### src/rtl/ising_pkg.sv
// Shared types and constants for the Ising sweep engine and related annealing blocks.
package ising_pkg;

  typedef enum logic [2:0] {
    IDLE,
    FETCH,
    EVAL,
    COMMIT,
    FIN
  } state_t;

  localparam int DE_W   = 5;
  localparam int RAND_W = 12;
  localparam int LFSR_W = 16;

  localparam logic SPIN_UP = 1'b1;
  localparam logic SPIN_DN = 1'b0;

  localparam logic [LFSR_W-1:0] DEFAULT_SEED = 16'hACE1;
  // x^16 + x^14 + x^13 + x^11 + 1 -> state bits 15, 13, 12, 10
  localparam logic [LFSR_W-1:0] LFSR_TAPS    = 16'hB400;

  // One Fibonacci step: shift left, XOR of tapped bits enters at bit 0
  function automatic logic [LFSR_W-1:0] lfsr_advance(input logic [LFSR_W-1:0] s);
    return {s[LFSR_W-2:0], ^(s & LFSR_TAPS)};
  endfunction

endpackage

### src/rtl/lfsr16.sv
// 16-bit Fibonacci LFSR that advances only when step is high.
// A zero seed would lock the register, so it is replaced by the default seed.
import ising_pkg::*;

module lfsr16 (
  input  logic              clk,
  input  logic              rst,
  input  logic              step,
  input  logic [LFSR_W-1:0] seed,
  output logic [LFSR_W-1:0] state
);

  logic [LFSR_W-1:0] seed_eff;

  assign seed_eff = (seed == '0) ? DEFAULT_SEED : seed;

  // Load the seed on reset, otherwise advance once per step request
  always_ff @(posedge clk) begin
    if (rst) begin
      state <= seed_eff;
    end else if (step) begin
      state <= lfsr_advance(state);
    end
  end

endmodule

### src/rtl/ising_sweep_engine.sv
// Sequential Metropolis sweep over an on-chip N x N Ising lattice with periodic
// boundaries. Each site takes FETCH / EVAL / COMMIT; the accept decision comes from
// an external combinational LUT driven during EVAL.
// Optional feature: define MAG_TRACK_EN to keep a running signed magnetization;
// without it the magnetization port is tied to zero.
import ising_pkg::*;

module ising_sweep_engine #(
  parameter int          N    = 8,
  parameter logic [15:0] SEED = 16'hACE1
) (
  input  logic                     clk,
  input  logic                     rst,
  input  logic                     start,
  input  logic [7:0]               sweeps,
  output logic                     busy,
  output logic                     done,
  output logic signed [DE_W-1:0]   lut_dE,
  output logic [RAND_W-1:0]        lut_random,
  output logic                     lut_enable,
  input  logic                     lut_accept,
  input  logic [2*$clog2(N)-1:0]   rd_addr,
  output logic                     rd_spin,
  output logic signed [15:0]       magnetization
);

  localparam int AW    = $clog2(N);
  localparam int SITES = N * N;
  localparam logic [AW-1:0] IDX_LAST = AW'(N - 1);

  state_t state_q, state_d;

  logic [AW-1:0]     row_q, col_q;
  logic [7:0]        sweeps_q, sweep_cnt_q;
  logic [SITES-1:0]  spins_q;
  logic              accept_p1;
  logic [LFSR_W-1:0] lfsr_state;
  logic [3:0]        lfsr_hi_unused;

  logic [2*AW-1:0]   site_idx;
  logic [AW-1:0]     row_up, row_dn, col_lf, col_rt;
  logic [2:0]        nb_ones;
  logic              last_site;
  logic              last_sweep;
  logic              flip_now;

  // dE = s * (2*ones - 4), with s = +1 for a set bit and -1 for a clear bit
  function automatic logic signed [DE_W-1:0] energy_delta(input logic site, input logic [2:0] ones);
    logic signed [DE_W-1:0] nsum;
    nsum = $signed({1'b0, ones, 1'b0}) - 5'sd4;
    return (site == SPIN_UP) ? nsum : -nsum;
  endfunction

  // Neighbour addressing; log2(N)-bit arithmetic gives the periodic wrap
  always_comb begin
    site_idx = {row_q, col_q};
    row_up   = row_q - AW'(1);
    row_dn   = row_q + AW'(1);
    col_lf   = col_q - AW'(1);
    col_rt   = col_q + AW'(1);
    nb_ones  = 3'(spins_q[{row_up, col_q}]) + 3'(spins_q[{row_dn, col_q}])
             + 3'(spins_q[{row_q, col_lf}]) + 3'(spins_q[{row_q, col_rt}]);
    last_site  = (row_q == IDX_LAST) && (col_q == IDX_LAST);
    last_sweep = (sweep_cnt_q + 8'd1) == sweeps_q;
    flip_now   = (state_q == COMMIT) && accept_p1;
  end

  // FSM state register
  always_ff @(posedge clk) begin
    if (rst) begin
      state_q <= IDLE;
    end else begin
      state_q <= state_d;
    end
  end

  // FSM next-state logic
  always_comb begin
    state_d = state_q;
    case (state_q)
      IDLE:    if (start) state_d = (sweeps == 8'd0) ? FIN : FETCH;
      FETCH:   state_d = EVAL;
      EVAL:    state_d = COMMIT;
      COMMIT:  state_d = (last_site && last_sweep) ? FIN : FETCH;
      FIN:     state_d = IDLE;
      default: state_d = IDLE;
    endcase
  end

  // Counters, registered dE, registered LUT decision and the done pulse
  always_ff @(posedge clk) begin
    if (rst) begin
      row_q       <= '0;
      col_q       <= '0;
      sweeps_q    <= '0;
      sweep_cnt_q <= '0;
      lut_dE      <= '0;
      accept_p1   <= 1'b0;
      done        <= 1'b0;
    end else begin
      done <= (state_q == FIN);
      case (state_q)
        IDLE: begin
          if (start) begin
            sweeps_q    <= sweeps;
            row_q       <= '0;
            col_q       <= '0;
            sweep_cnt_q <= '0;
          end
        end
        FETCH: lut_dE <= energy_delta(spins_q[site_idx], nb_ones);
        EVAL:  accept_p1 <= lut_accept;
        COMMIT: begin
          col_q <= col_q + AW'(1);
          if (col_q == IDX_LAST) begin
            row_q <= row_q + AW'(1);
            if (row_q == IDX_LAST) sweep_cnt_q <= sweep_cnt_q + 8'd1;
          end
        end
        default: ;
      endcase
    end
  end

  // Spin lattice: all +1 on reset, accepted flips committed in COMMIT
  always_ff @(posedge clk) begin
    if (rst) begin
      spins_q <= {SITES{SPIN_UP}};
    end else if (flip_now) begin
      spins_q[site_idx] <= ~spins_q[site_idx];
    end
  end

  lfsr16 u_lfsr (
    .clk   (clk),
    .rst   (rst),
    .step  (state_q == COMMIT),
    .seed  (SEED),
    .state (lfsr_state)
  );

  assign lfsr_hi_unused = lfsr_state[LFSR_W-1:RAND_W];
  assign lut_random     = lfsr_state[RAND_W-1:0];
  assign lut_enable     = (state_q == EVAL);
  assign busy           = (state_q != IDLE);
  assign rd_spin        = spins_q[rd_addr];

`ifdef MAG_TRACK_EN
  logic signed [15:0] mag_q;

  // Running sum of spins: a 1->0 flip removes 2, a 0->1 flip adds 2
  always_ff @(posedge clk) begin
    if (rst) begin
      mag_q <= 16'(SITES);
    end else if (flip_now) begin
      mag_q <= (spins_q[site_idx] == SPIN_UP) ? mag_q - 16'sd2 : mag_q + 16'sd2;
    end
  end

  assign magnetization = mag_q;
`else
  assign magnetization = '0;
`endif

endmodule

### config.mk
export PLATFORM = sky130hd
export DESIGN_NAME = ising_sweep_engine
export DESIGN_NICKNAME = d
export VERILOG_FILES = /design/src/rtl/ising_pkg.sv /design/src/rtl/lfsr16.sv /design/src/rtl/ising_sweep_engine.sv
export SDC_FILE = /design/constraint.sdc
export NUM_CORES = 1
export LEC_CHECK = 0
export CAP_MARGIN = 20
export CORE_MARGIN = 4
export CORE_UTILIZATION = 25
export DETAILED_ROUTE_END_ITERATION = 16
export SYNTH_ARGS = -nofsm -noshare
export SYNTH_HDL_FRONTEND = slang
export SYNTH_SLANG_ARGS = --single-unit
### constraint.sdc
create_clock -name clk -period 13.1 [get_ports clk]
set_clock_uncertainty 0.1 [all_clocks]
set_input_delay 1.31 -clock clk [delete_from_list [all_inputs] [get_ports clk]]
set_output_delay 1.31 -clock clk [all_outputs]
set_load 0.02 [all_outputs]
# == After elaboration in Yosys (flattened, before gate mapping) ==
# Index checks and enable logic that the tools add are counted.
# classes
n_addsub,10
n_reduce_logical,13
mux,28
n_eq_ne,10
magnitude_cmp,7
bitwise_logic,1
# op_table
op,n
64-bit bitwise mux,1
6-bit by 7-bit < comparator with 1-bit output (second input constant),6
1-bit binary-select mux with 6-bit select,6
8-bit two-way mux,3
8-bit one-hot mux with 2 select lines,1
16-bit XOR reduction,1
3-bit two-way mux,5
3-bit one-hot mux with 2 select lines,2
3-bit one-hot mux with 4 select lines,1
3-bit equality test (second input constant),3
8-bit by 1-bit adder with 8-bit output (second input constant),1
8-bit equality test,1
8-bit logical NOT,1
1-bit two-way mux,7
3-bit by 1-bit adder with 3-bit output (second input constant),2
1-bit demux with 6-bit select,1
3-bit by 2-bit equality test with 1-bit output (second input constant),2
6-bit by 1-bit greater-or-equal comparator with 1-bit output (second input constant),1
2-bit inequality test (second input constant),3
3-bit by 1-bit subtractor with 3-bit output (second input constant),2
5-bit two-way mux,1
5-bit negation,1
4-bit by 3-bit subtractor with 5-bit output (second input constant),1
1-bit logical AND,4
11 further kinds,12
# totals
out_inout_bits,37
input_bits,18
register_bits,112
elab_cells,79

# == Depth between registers and ports, before layout ==
# logic_depth
depth_word,9
ltp_mapped,18

# == Cells and area by module ==
# Synthesis repeated with hierarchy kept, for this count alone.
# hier_totals
hier_cells,772
area_unflattened_um2,7377.1
# by_module_without_submodules
module,seq_area_each_um2,instances,cells_each,area_each_um2
ising_sweep_engine,1881.8,1,729,6627.6
lfsr16,480.5,1,43,749.5

# == Worst setup path after synthesis ==
# Ideal clock, no wire load.
# synth_timing
path_type,input -> output
start,input rd_addr[0]
end,output rd_spin
stages,5
arrival_time_ps,3258
path_buffers,2
t_required_ps,11690
setup_slack_ps,8432
cell_sequence,buf_2 buf_4 mux4_2 mux4_2 mux4_2
# synth_between
elab_chain_len,2
# synth_rtl
item,line,text
"start, declared",ising_sweep_engine.sv:22,"input logic [2*$clog2(N)-1:0] rd_addr,"
1-bit binary-select mux with 6-bit select,ising_sweep_engine.sv:146,assign rd_spin = spins_q[rd_addr];
1-bit two-way mux (implied by the code),ising_sweep_engine.sv:146,
"end, declared",ising_sweep_engine.sv:23,"output logic rd_spin,"
# No other way between the ends. The select of a mux whose other input is x is not followed.

# == Worst setup path after layout ==
# layout_timing
start,register col_q[0]
end,register lut_dE[2]
# layout_between
elab_chain_len,8
# layout_rtl
item,line,text
"start, declared",ising_sweep_engine.sv:33,"logic [AW-1:0] row_q, col_q;"
"start signal, assigned",ising_sweep_engine.sv:114,col_q <= col_q + AW'(1);
3-bit by 1-bit subtractor with 3-bit output / 1-bit binary-select mux with 6-bit select (equally long branches),"ising_sweep_engine.sv:59, ising_sweep_engine.sv:61",
1-bit binary-select mux with 6-bit select / 1-bit two-way mux (equally long branches),"ising_sweep_engine.sv:62, ising_sweep_engine.sv:61",
1-bit two-way mux (implied by the code) / 1-bit by 1-bit adder with 2-bit output (equally long branches),"ising_sweep_engine.sv:62, ising_sweep_engine.sv:61",
2-bit by 1-bit adder with 3-bit output,ising_sweep_engine.sv:62,"+ 3'(spins_q[{row_q, col_lf}]) + 3'(spins_q[{row_q, col_rt}]);"
3-bit by 1-bit adder with 3-bit output (*),ising_sweep_engine.sv:62,
net nb_ones[0],ising_sweep_engine.sv:42,logic [2:0] nb_ones;
4-bit by 3-bit subtractor with 5-bit output (*),ising_sweep_engine.sv:50,"nsum = $signed({1'b0, ones, 1'b0}) - 5'sd4;"
5-bit negation,ising_sweep_engine.sv:51,return (site == SPIN_UP) ? nsum : -nsum;
5-bit two-way mux (*),ising_sweep_engine.sv:51,
"end signal, assigned",ising_sweep_engine.sv:111,"FETCH: lut_dE <= energy_delta(spins_q[site_idx], nb_ones);"
"end, declared",ising_sweep_engine.sv:18,"output logic signed [DE_W-1:0] lut_dE,"
# Mark *: on every way through the listed nets, which the timed path passes. The rest lies on a longest branch. The select of a mux whose other input is x is not followed.
# A chain may end at the register's enable or synchronous reset.

==> metrics <==
Core Util, Final 0.282; Final Hold Viols 0; Final Cycle Share 0.448; compound-cell area share of the yosys netlist 0.213; first-pass GRT wire length 32300 um; P_sw 172 uW; Final ANT Viol Nets 0; latest clock arrival within the worst-skew pair 360 ps; post-synthesis xor/xnor area fraction 0.0217; DRC viols 0; H-tree Lvls 3; clock slew at reported path FFs 70 ps; diode count 0; Avg WL per Cell 18.2 um; Pleak 2.44 nW; worst path arrival time 6030 ps; sequential fraction of the synthesis area 0.305; register bit total from synthesis 110; portion of netlist area occupied by mux cells 0.217; async set or reset register ratio after synthesis 0; total grt overflow 0; Post-Synth Simple-Gate Area 0.133; max-cap violations 0; via count 6066; Max Freq 0.170 GHz; status finished, final reports clean; CTS Buf Count 9; peak supply drop 0.0000586 V; Post-Syn Instances 762; Site Rows 61; top cell type's share of synthesized area 0.305; yosys warns 0; Die X 178 um; share of layout cells above drive strength 1 0.130; Vert. Die Dim 178 um; Vias per Instance 5.45; WP depth 12; post-cts resize count 0; worst min path class reg2reg; # IOs 55; Top delay family on crit path adder cells; Initial DRT Pass Iterations 5; final setup vio count 0; Post-Route WL 20300 um; Post-DP HPWL 13400 um; crit-path cells buf_4, inv_1, ha_1, mux2i_1, o22ai_1, nor4_1, fa_1, inv_1, ha_1, fa_1, nand4_1, a41o_1; adder-cell share of the synthesized area 0.0212; EDFF count, synth 0; mapped cell area 0.00721 sq mm; Worst-Margin Slew 1120 ps; Reg power frac 0.494; initial antenna violation count 0; Critical Path RT 13260 ps; Post-CTS Setup Bufs 0; Net Sw Frac 0.247; final instance area 0.00792 sq mm; setup tns final 0 ps; Synth cell types 70; worst path bufs/invs 3; clk sinks 110; CP Launch Type flop; largest family of logic cells by synthesized area multiplexers; reg2reg path depth 12; area leader, netlist dfxtp_1; worst relative slew slack 0.250; RSZ-0062 raised after global routing false; GPL Wtd Cong 0.937; core area 0.0281 sq mm; Hold Path Stages 2; Clock Power Share 0.408; Main synth FF type dfxtp_1; CP max stage cell ha_1; crit-path max cell delay 1210 ps; syn avg cell area 9.47 sq um; largest net degree at the start of global routing 76; Area Overhead vs Synth 9.83%; max-slew violation count 0; worst-path fanout max 68; ranking of synthesized cells by area dfxtp_1 31%, mux4_2 16%, o311ai_1 6.6%, o21ai_0 5.1%, mux2i_1 4.3%; Gate power share 0.098; clock root cell clkbuf_16; Setup Crit Path Kind reg2reg; nets@finish 760; GRT Resource Usage Total 0.128; vias in the first global route 5669; crit path time final 5870 ps; CTS tree done; Post-CTS Hold Buffers 0; CP Capture Type flop; power per cell area 88.1 mW/mm^2; port bufs 37; CTS max path bufs 2; die area 0.0316 sq mm; drt first-iter violations 703; Initial Util 0.257; Int Power 526 uW; Placed Area 0.00756 sq mm
-- cells by family after synthesis --
family | Yosys count
fa+ha+maj | 11
xor+xnor | 17
other cells | 1
mux | 90
simple gates | 194
flops | 110
buf+inv | 115
compound gates | 224
-- final timing paths --
check / start / end / slack (ps)
worst max-delay path: col_q[0]$_SDFFE_PP0P_ / lut_dE[2]$_SDFFE_PP0N_ / 7230
worst min-delay path: u_lfsr.state[14]$_SDFFE_PP0P_ / u_lfsr.state[14]$_SDFFE_PP0P_ / 360
worst max register to register: col_q[0]$_SDFFE_PP0P_ / lut_dE[2]$_SDFFE_PP0N_ / 7230
worst min register to register: u_lfsr.state[14]$_SDFFE_PP0P_ / u_lfsr.state[14]$_SDFFE_PP0P_ / 360
-- metal layers --
| metal | vias up | wire [um] | global-route usage |
|---|---|---|---|
| met5 | - | 0 | 0 |
| met4 | 0 | 380 | 0.0342 |
| met3 | 28 | 1560 | 0.0394 |
| met2 | 229 | 8830 | 0.188 |
| met1 | 3002 | 9500 | 0.183 |
| li1 | 2807 | - | - |
-- tightest hold or removal path: stages (launching register included) --
cell and delay [ps]:
dfxtp_1 310, nand2_1 50, a21oi_1 50
-- area by class of cell --
type,instances,area [sq um]
Multi-Input combinational cell,553,4430
Clock inverter,3,42.5
Clock buffer,13,260
Tap cell,378,473
Inverter,13,48.8
Fill cell,3005,20200
Sequential cell,110,2200
Timing Repair Buffer,44,464
-- synthesized netlist by cell type, types with 2 or more instances --
library cell / instances
fa_1: 2
ha_1: 9
mux2_2: 6
o22ai_1: 8
o211ai_1: 4
nor4_1: 3
and3_1: 5
o21ai_0: 74
xor2_1: 7
buf_4: 34
nor3b_1: 6
mux2i_1: 31
nor2_1: 36
o31ai_1: 3
and2_1: 5
a31oi_1: 2
o311ai_2: 4
inv_1: 12
a22oi_1: 9
o311ai_1: 54
buf_1: 10
nand3_1: 22
xnor2_1: 9
mux4_2: 52
nor4b_1: 2
buf_6: 8
clkbuf_1: 41
a211oi_1: 7
nand2b_1: 4
or4_1: 2
a21oi_1: 37
a32o_1: 2
buf_2: 7
and3b_1: 2
or3_1: 5
nor3_1: 6
o311ai_0: 4
nor2b_1: 6
nand3b_1: 7
nand2_1: 74
nand4_1: 3
dfxtp_1: 110
-- cell usage in the layout (no fill, tap or decap), drive strengths merged, types with 5 or more instances in the layout --
master / n
a22oi: 9
or3: 5
nor3: 6
nand3: 24
nor3b: 6
clkdlybuf4s50: 37
dfxtp: 110
inv: 12
and2: 5
ha: 9
mux2: 7
o311ai: 62
o22ai: 8
a211oi: 7
mux2i: 31
clkbuf: 14
conb: 17
nor2b: 6
o21ai: 74
nor2: 37
and3: 5
xor2: 8
buf: 6
xnor2: 9
nand2: 74
a21oi: 37
mux4: 52
nand3b: 7
-- state kept, by name, indices dropped and copies added (netlist names) --
name / count
row_q: 3
sweep_cnt_q: 8
done: 1
spins_q: 64
lut_dE: 3
col_q: 3
sweeps_q: 8
state_q: 3
u_lfsr.state: 16
accept_p1: 1
-- metrics by stage --
step / instances / hold WS [ps] / power, mW / setup WS [ps]
detailed placement: 1095 / 350 / 0.420 / 6980
floorplan: 778 / 337 / 0.404 / 8430
global route: 1114 / 380 / 0.725 / 7090
CTS: 1111 / 360 / 0.707 / 6980
finish: 1114 / 362 / 0.698 / 7230
global placement: 1095 / 350 / 0.419 / 7060
-- power by group through the flow --
stage	registers [mW]	logic, mW	clock network (mW)
final	0.345	0.0684	0.285
after global routing	0.345	0.0755	0.304
after CTS	0.345	0.0677	0.294
after detailed placement	0.352	0.0675	0
after global placement	0.352	0.0668	0
after floorplan	0.352	0.0519	0
No activity file was read; power rests on OpenSTA's default activity.
